`src/rtl/bru_redirect_ctrl.sv`:
```
// bru_redirect_ctrl: turns EX branch results into predictor updates, pipe flushes and fetch redirects
//
// Optional feature macro: BRU_PERF_CNT_EN
//   When defined, two 32-bit performance counters are added as outputs.
//
// Ports:
//   clk, resetn                       core clock, asynchronous active-low reset
//   ex_br_valid/pc/bru_taken/target   resolved branch from EX
//   ex_pred_taken/target              prediction carried down the pipe
//   ex_br_ready                       always high once out of reset; EX is never stalled
//   exc_flush                         exception/ertn flush, overrides everything
//   fe_redir_valid/pc/ready           held redirect request to fetch
//   pipe_flush                        one-cycle kill of younger IF/ID instructions
//   bpu_upd_valid/pc/taken/target     one-cycle predictor update per accepted branch
//   perf_br_cnt, perf_mis_cnt         (BRU_PERF_CNT_EN only) accepted branch / mispredict counts
module bru_redirect_ctrl #(
    parameter int GRLEN     = 32,
    parameter int DRAIN_CYC = 2
) (
    input  logic             clk,
    input  logic             resetn,
    input  logic             ex_br_valid,
    input  logic [GRLEN-1:0] ex_br_pc,
    input  logic             ex_bru_taken,
    input  logic [GRLEN-1:0] ex_bru_target,
    input  logic             ex_pred_taken,
    input  logic [GRLEN-1:0] ex_pred_target,
    output logic             ex_br_ready,
    input  logic             exc_flush,
    output logic             fe_redir_valid,
    output logic [GRLEN-1:0] fe_redir_pc,
    input  logic             fe_redir_ready,
    output logic             pipe_flush,
    output logic             bpu_upd_valid,
    output logic [GRLEN-1:0] bpu_upd_pc,
    output logic             bpu_upd_taken,
    output logic [GRLEN-1:0] bpu_upd_target
`ifdef BRU_PERF_CNT_EN
    ,
    output logic [31:0]      perf_br_cnt,
    output logic [31:0]      perf_mis_cnt
`endif
);
    typedef enum logic [1:0] {IDLE, REDIR, DRAIN} state_t;
    localparam logic [3:0] DRAIN_INIT = 4'(DRAIN_CYC);
    state_t     state;
    logic [3:0] cnt;
    logic       mis;
    logic       accept;
    // Target only matters when the branch is actually taken.
    assign mis    = (ex_bru_taken != ex_pred_taken) | (ex_bru_taken & (ex_bru_target != ex_pred_target));
    // Anything arriving outside IDLE is wrong-path and silently dropped.
    assign accept = (state == IDLE) & ex_br_valid & ~exc_flush;
    always_ff @(posedge clk or negedge resetn) begin
        if (!resetn) begin
            state          <= IDLE;
            cnt            <= '0;
            ex_br_ready    <= 1'b0;
            fe_redir_valid <= 1'b0;
            fe_redir_pc    <= '0;
            pipe_flush     <= 1'b0;
            bpu_upd_valid  <= 1'b0;
            bpu_upd_pc     <= '0;
            bpu_upd_taken  <= 1'b0;
            bpu_upd_target <= '0;
        end else begin
            ex_br_ready   <= 1'b1;
            bpu_upd_valid <= accept;
            pipe_flush    <= accept & mis;
            if (accept) begin
                bpu_upd_pc     <= ex_br_pc;
                bpu_upd_taken  <= ex_bru_taken;
                bpu_upd_target <= ex_bru_target;
            end
            if (exc_flush) begin
                state          <= IDLE;
                cnt            <= '0;
                fe_redir_valid <= 1'b0;
            end else begin
                case (state)
                    IDLE: if (accept & mis) begin
                        fe_redir_valid <= 1'b1;
                        fe_redir_pc    <= ex_bru_target;
                        state          <= REDIR;
                    end
                    REDIR: if (fe_redir_ready) begin
                        fe_redir_valid <= 1'b0;
                        cnt            <= DRAIN_INIT;
                        state          <= (DRAIN_CYC == 0) ? IDLE : DRAIN;
                    end
                    DRAIN: begin
                        cnt <= cnt - 4'd1;
                        if (cnt <= 4'd1) state <= IDLE;
                    end
                    default: state <= IDLE;
                endcase
            end
        end
    end
`ifdef BRU_PERF_CNT_EN
    always_ff @(posedge clk or negedge resetn) begin
        if (!resetn) begin
            perf_br_cnt  <= '0;
            perf_mis_cnt <= '0;
        end else begin
            if (accept) perf_br_cnt <= perf_br_cnt + 32'd1;
            if (accept & mis) perf_mis_cnt <= perf_mis_cnt + 32'd1;
        end
    end
`endif
endmodule
```
`config.mk`:
```
export PLATFORM = sky130hd
export DESIGN_NAME = bru_redirect_ctrl
export DESIGN_NICKNAME = d
export VERILOG_FILES = /design/src/rtl/bru_redirect_ctrl.sv
export SDC_FILE = /design/constraint.sdc
export NUM_CORES = 1
export LEC_CHECK = 0
export ABC_AREA = 0
export BUFFER_PORTS_ARGS = -buffer_cell sky130_fd_sc_hd__clkbuf_2
export CAP_MARGIN = 20
export CORE_ASPECT_RATIO = 1.4
export CORE_MARGIN = 8
export CORE_UTILIZATION = 40
export CTS_CLUSTER_DIAMETER = 50
export DETAILED_ROUTE_END_ITERATION = 12
export PLACE_DENSITY = 0.68
export SLEW_MARGIN = 10
export SYNTH_ARGS = -nofsm -noshare
export SYNTH_HDL_FRONTEND = slang
export SYNTH_SLANG_ARGS = --single-unit
```
`constraint.sdc`:
```
create_clock -name clk -period 2.7 [get_ports clk]
set_clock_uncertainty 0.05 [all_clocks]
set_input_delay 0.54 -clock clk [delete_from_list [all_inputs] [get_ports clk]]
set_output_delay 0.54 -clock clk [all_outputs]
set_load 0.01 [all_outputs]
```
==> metrics, run 1 <==
Post-Syn Area=5130 µm²; DRT iter0 DRCs=274; CP Max Fanout=18; pre-CTS setup slack=0.2724 ns; wire length per cell=20.48 µm; antenna cell count=0; setup_tns=0 ns; Post-Synth Simple-Gate Area=14.68%; htree depth=3; Vias=4,480; area grow syn2layout=30.02%; Async S/R FF share, synth=100.0%; Hold Crit Class=in2async; Final Instance Area=6670 µm²; initial core utilization=40.42%; Slew HR=49.42%; total core area=12,690 µm²; detailed-route DRC error count=0; gr usage total=19.65%; post-detail-place hpwl=12,390 µm; Worst setup SP type=flip-flop; CP startpoint=state[1]; Worst Max-Slew Pin Slew=0.7587 ns; I/O Buffers=203; main area contributors after synthesis=dfrtp_1, mux2_2, a22oi_1; Post-synth EDFFs=0; synth cell count leaders=dfrtp_1, mux2_2, nand4_1; Cell Rows=49; Fin. Hold Viols=0; global route overflow=0; vias in the first global route=4,854; global placement routability congestion=0.8077; Final Power=4.561 mW; global-route wire length before repair=25,850 µm; largest family of logic cells by synthesized area=simple AND/OR/NAND/NOR gates; Distinct cells, synth=31; Post-Synth Adder-Cell Area=0.4878%; Synth Area in XOR/XNOR=5.634%; Final Cycle Share=80.04%; crit path time final=2.161 ns; post-route setup slack=0.5389 ns; top-count cell post-synth=dfrtp_1; PwrDens=683.8 nW/µm²; die area=16,760 µm²; area share of the largest cell type after synthesis=52.20%; Max rail drop VDD=0.0003444 V; fin cells=803; post-layout util=52.56%; Routed WL=16,440 µm; R2R Path Start=state[1]; Top Ports=204; Avg Cell Area, Syn=11.35 µm²; Post-CTS Hold Fix Bufs=0; Register Area=2678 µm²; multi-input combinational cell area=2310 µm²; Filler cells=1,174; critical path data arrival time=2.33 ns; yosys warns=0; Slew Limit Fails=0; largest net degree at the start of global routing=108; Area after DPL=6352 µm²; flop2flop setup slack=0.54 ns; initial antenna violation count=0; R2R Path End=fe_redir_pc[26]; final setup vio count=0; outcome=complete, no violations; post-synthesis mux area share=14.27%; post-synth top area cell=dfrtp_1; antenna violation net count after detailed routing=0; Clock Path Buffers=2; worst hold slack=0.1901 ns; CTS Root Cell=clkbuf_16; R2R cell count=5; Post-synth top flop=dfrtp_1; Worst-path clk slew=0.07 ns; Vias per Instance=5.579; fmax=462.7 MHz; Die Y=150.0 µm; Clock Latency Late Sink=0.34 ns; endpoint class of the critical path=flip-flop; #FFs+latches synth=107; cts bufs inserted=9; fin nets=750; CTS tree=done; drt first pass iters=7; Clock Sinks=107; Seq/Total Area, Yosys=52.20%; synthesized instance count=452; Required @ worst endpoint=2.87 ns; RSZ-0062 raised after global routing=no; Max Cap Violations=0; layout cells sized above 1=46.62%; P_leak=3.081 nW; crit path kind=reg2reg; Synthesized Nets=557; Die Width=111.7 µm; Inst Count DP=787; CTS resizes=0; Compound-Gate Fraction of Synth Area=9.610%; setup bufs post-CTS=0
-- power breakdown --
group          leakage (nW)  total [mW]  internal (mW)  switching [mW]
logic                  1.67        1.09          0.526           0.566
registers              1.27        2.07           1.89           0.184
clock network         0.147        1.40          0.809           0.588
total                  3.08        4.56           3.22            1.34
-- registers in the layout, summed over array words and instances, names as in the netlist --
register,count
ex_br_ready,1
bpu_upd_taken,1
bpu_upd_target,32
bpu_upd_pc,32
state,2
fe_redir_valid,1
bpu_upd_valid,1
fe_redir_pc,32
cnt,4
pipe_flush,1
-- critical path, stage by stage (launching register included) --
cell,delay (ns)
dfrtp_1,0.47
nor4b_4,0.50
o21ai_2,0.35
buf_4,0.32
a22oi_1,0.22
nand3_1,0.12
-- logic make-up after synthesis --
logic type,after synthesis
adder cells (fa/ha/maj),2
other,1
AND/OR/NAND/NOR,129
XOR/XNOR,33
flip-flops,107
AO/OA/AOI/OAI,79
multiplexers,65
buffers and inverters,36
-- layout by cell type (no fill, tap or decap), types with 6 or more instances in the layout --
| cell | synthesis | layout |
|---|---|---|
| a21oi_1 | 6 | 6 |
| nor2_1 | 6 | 6 |
| mux2_2 | 65 | 65 |
| o21ai_0 | 35 | 35 |
| clkbuf_2 | 0 | 202 |
| nand4_1 | 36 | 36 |
| nand3_1 | 34 | 34 |
| xnor2_1 | 15 | 15 |
| and2_1 | 32 | 32 |
| clkbuf_16 | 0 | 9 |
| buf_4 | 1 | 10 |
| a22oi_1 | 32 | 32 |
| xor2_1 | 18 | 18 |
| dfrtp_1 | 107 | 107 |
-- how the worst max path moves through the flow --
stage,slack (ns),end,cells past startpoint
finish,0.54,fe_redir_pc[26],5
detailed placement,0.27,fe_redir_pc[26],7
CTS,0.55,fe_redir_pc[26],5
global placement,0.37,fe_redir_pc[17],7
floorplan,0.71,bpu_upd_pc[0],5
global route,0.44,fe_redir_pc[26],5
-- cell type report --
| cell class | instances | area share [%] |
|---|---|---|
| Sequential cell | 107 | 40.14 |
| Clock inverter | 7 | 1.388 |
| Tap cell | 153 | 2.870 |
| Clock buffer | 9 | 3.376 |
| Timing Repair Buffer | 216 | 17.48 |
| Inverter | 2 | 0.1125 |
| Multi-Input combinational cell | 309 | 34.63 |
-- routing by layer --
layer	routed length (µm)	track usage [%]	up-vias
met5	0	0	-
met4	661	10.57	0
met3	1365	6.058	37
met2	8369	33.97	207
met1	6045	21.22	2201
li1	-	-	2035
Power figures use the tool's default switching activity.
==> run 2, diff against run 1 <==
- PLACE_DENSITY: 0.68 -> 0.71
- clock period: 2.7 -> 1.8 ns (I/O delays scaled with it)
==> run 2 against run 1 <==
Critical path depth grew 3. Global-route usage is 1.3 points higher. Clock power grew 39%.
==> metrics, run 2 (synthesized netlist as in run 1, its figures left out) <==
total net switching power=2.124 mW; layout cells sized above 1=50.78%; DRT iter0 DRCs=216; delay-heaviest family, CP=simple AND/OR/NAND/NOR gates; antenna cell count=0; worst hold slack=0.1890 ns; P_leak=3.327 nW; Die Y=150.0 µm; initial core utilization=40.42%; WP buf/inv=3; Fin. Hold Viols=0; fin cells=854; post-detail-place hpwl=13,510 µm; Max Cap Violations=0; Filler cells=1,117; Top Registers=bpu_upd_pc: 32 flops, bpu_upd_target: 32 flops, fe_redir_pc: 32 flops; htree depth=3; pre-CTS setup slack=-0.3436 ns; CTS Root Cell=clkbuf_16; cts bufs inserted=9; crit path time final=1.685 ns; Worst-path clk slew=0.07 ns; post-route setup slack=0.1150 ns; critical path data arrival time=1.85 ns; Cell Rows=49; Max rail drop VDD=0.0005855 V; CP Max Fanout=12; Inst Count DP=837; most common cell after layout, fill and taps aside=clkbuf_2; global route overflow=0; die area=16,760 µm²; fin nets=801; Critical-path top delay cell=or3_1; Vias per Instance=5.474; Clock Sinks=107; largest net degree at the start of global routing=52; Area after DPL=6740 µm²; Switching Fraction=31.21%; Routed WL=17,420 µm; detailed-route DRC error count=0; fmax=593.5 MHz; global placement routability congestion=0.8524; Clock Latency Late Sink=0.35 ns; Slew Limit Fails=0; Worst setup SP type=input pin; CP Cell Sequence=clkbuf_2 > xnor2_1 > buf_4 > nand4_1 > or3_1 > buf_4 > a22oi_1 > nand3_1; wire length per cell=20.40 µm; PwrDens=963.4 nW/µm²; Internal=4.680 mW; outcome=complete, no violations; most frequent cells in the layout=clkbuf_2, dfrtp_1, mux2_2, buf_4, nand4_1; Top Ports=204; initial antenna violation count=0; Vias=4,675; Final Cycle Share=93.61%; crit path kind=in2reg; Comb pwr share=25.7%; Required @ worst endpoint=1.97 ns; antenna violation net count after detailed routing=0; Crit path largest cell delay=0.42 ns; gr usage total=21.00%; Final Instance Area=7062 µm²; area grow syn2layout=37.66%; drt first pass iters=5; setup_tns=0 ns; setup bufs post-CTS=0; Die Width=111.7 µm; CTS tree=done; clock network power share=28.5%; Crit path top cell by count=buf_4; vias in the first global route=5,149; Hold Crit Class=in2reg; global-route wire length before repair=27,280 µm; Clock Path Buffers=2; Reg power frac=45.9%; I/O Buffers=203; RSZ-0062 raised after global routing=no; total core area=12,690 µm²; final setup vio count=0; endpoint class of the critical path=flip-flop
run 2: power groups by stage:
| stage | Sequential [mW] | Clock [mW] | Combinational, mW |
|---|---|---|---|
| detailed placement | 3.16 | 0 | 1.76 |
| CTS | 3.12 | 1.98 | 1.77 |
| finish | 3.12 | 1.94 | 1.75 |
| global placement | 3.13 | 0 | 1.72 |
| global route | 3.17 | 2.08 | 1.90 |
| floorplan | 3.32 | 0 | 0.615 |
run 2: area by class of cell:
type / instances / area (µm²) / area share, %
clock inverter: 6 / 48.80 / 0.6910
inverter: 2 / 7.507 / 0.1063
clock buffer: 10 / 239.0 / 3.384
tap: 153 / 191.4 / 2.711
multi-input combinational: 309 / 2330 / 32.99
timing repair buffer: 267 / 1568 / 22.20
sequential: 107 / 2678 / 37.92
run 2: repair_timing:
action / in CTS / in global routing
setup endpoints to repair: 0 / 7
resized for setup: 0 / 4
hold buffers: 1 / 0
hold endpoints to repair: 31 / 0
run 2: worst paths after layout:
| path | from | endpoint | slack [ns] | cells past startpoint |
|---|---|---|---|---|
| worst max-delay path | ex_bru_target[6] | fe_redir_pc[15] | 0.11 | 8 |
| worst min-delay path | ex_br_pc[10] | bpu_upd_pc[10] | 0.19 | 2 |
| worst max register to register | state[1] | bpu_upd_target[23] | 0.13 | 4 |
| worst min register to register | bpu_upd_pc[4] | bpu_upd_pc[4] | 0.46 | 1 |
| max in group asynchronous | resetn | bpu_upd_target[12] | 0.60 | 3 |
| min in group asynchronous | resetn | fe_redir_pc[9] | 0.45 | 2 |
run 2: per-stage QoR:
| stage | power, mW | utilization (%) |
|---|---|---|
| finish | 6.803 | 55.64 |
| global route | 7.154 | 55.64 |
| floorplan | 3.931 | - |
| global placement | 4.851 | 53.11 |
| CTS | 6.866 | 55.46 |
| detailed placement | 4.922 | 53.11 |
run 2: routing by layer:
layer / wire, µm / GRT usage (%) / vias up
met1: 6317 / 21.59 / 2274
met4: 737 / 11.67 / 0
li1: - / - / 2140
met2: 8960 / 37.04 / 224
met3: 1407 / 7.027 / 37
met5: 0 / 0 / -
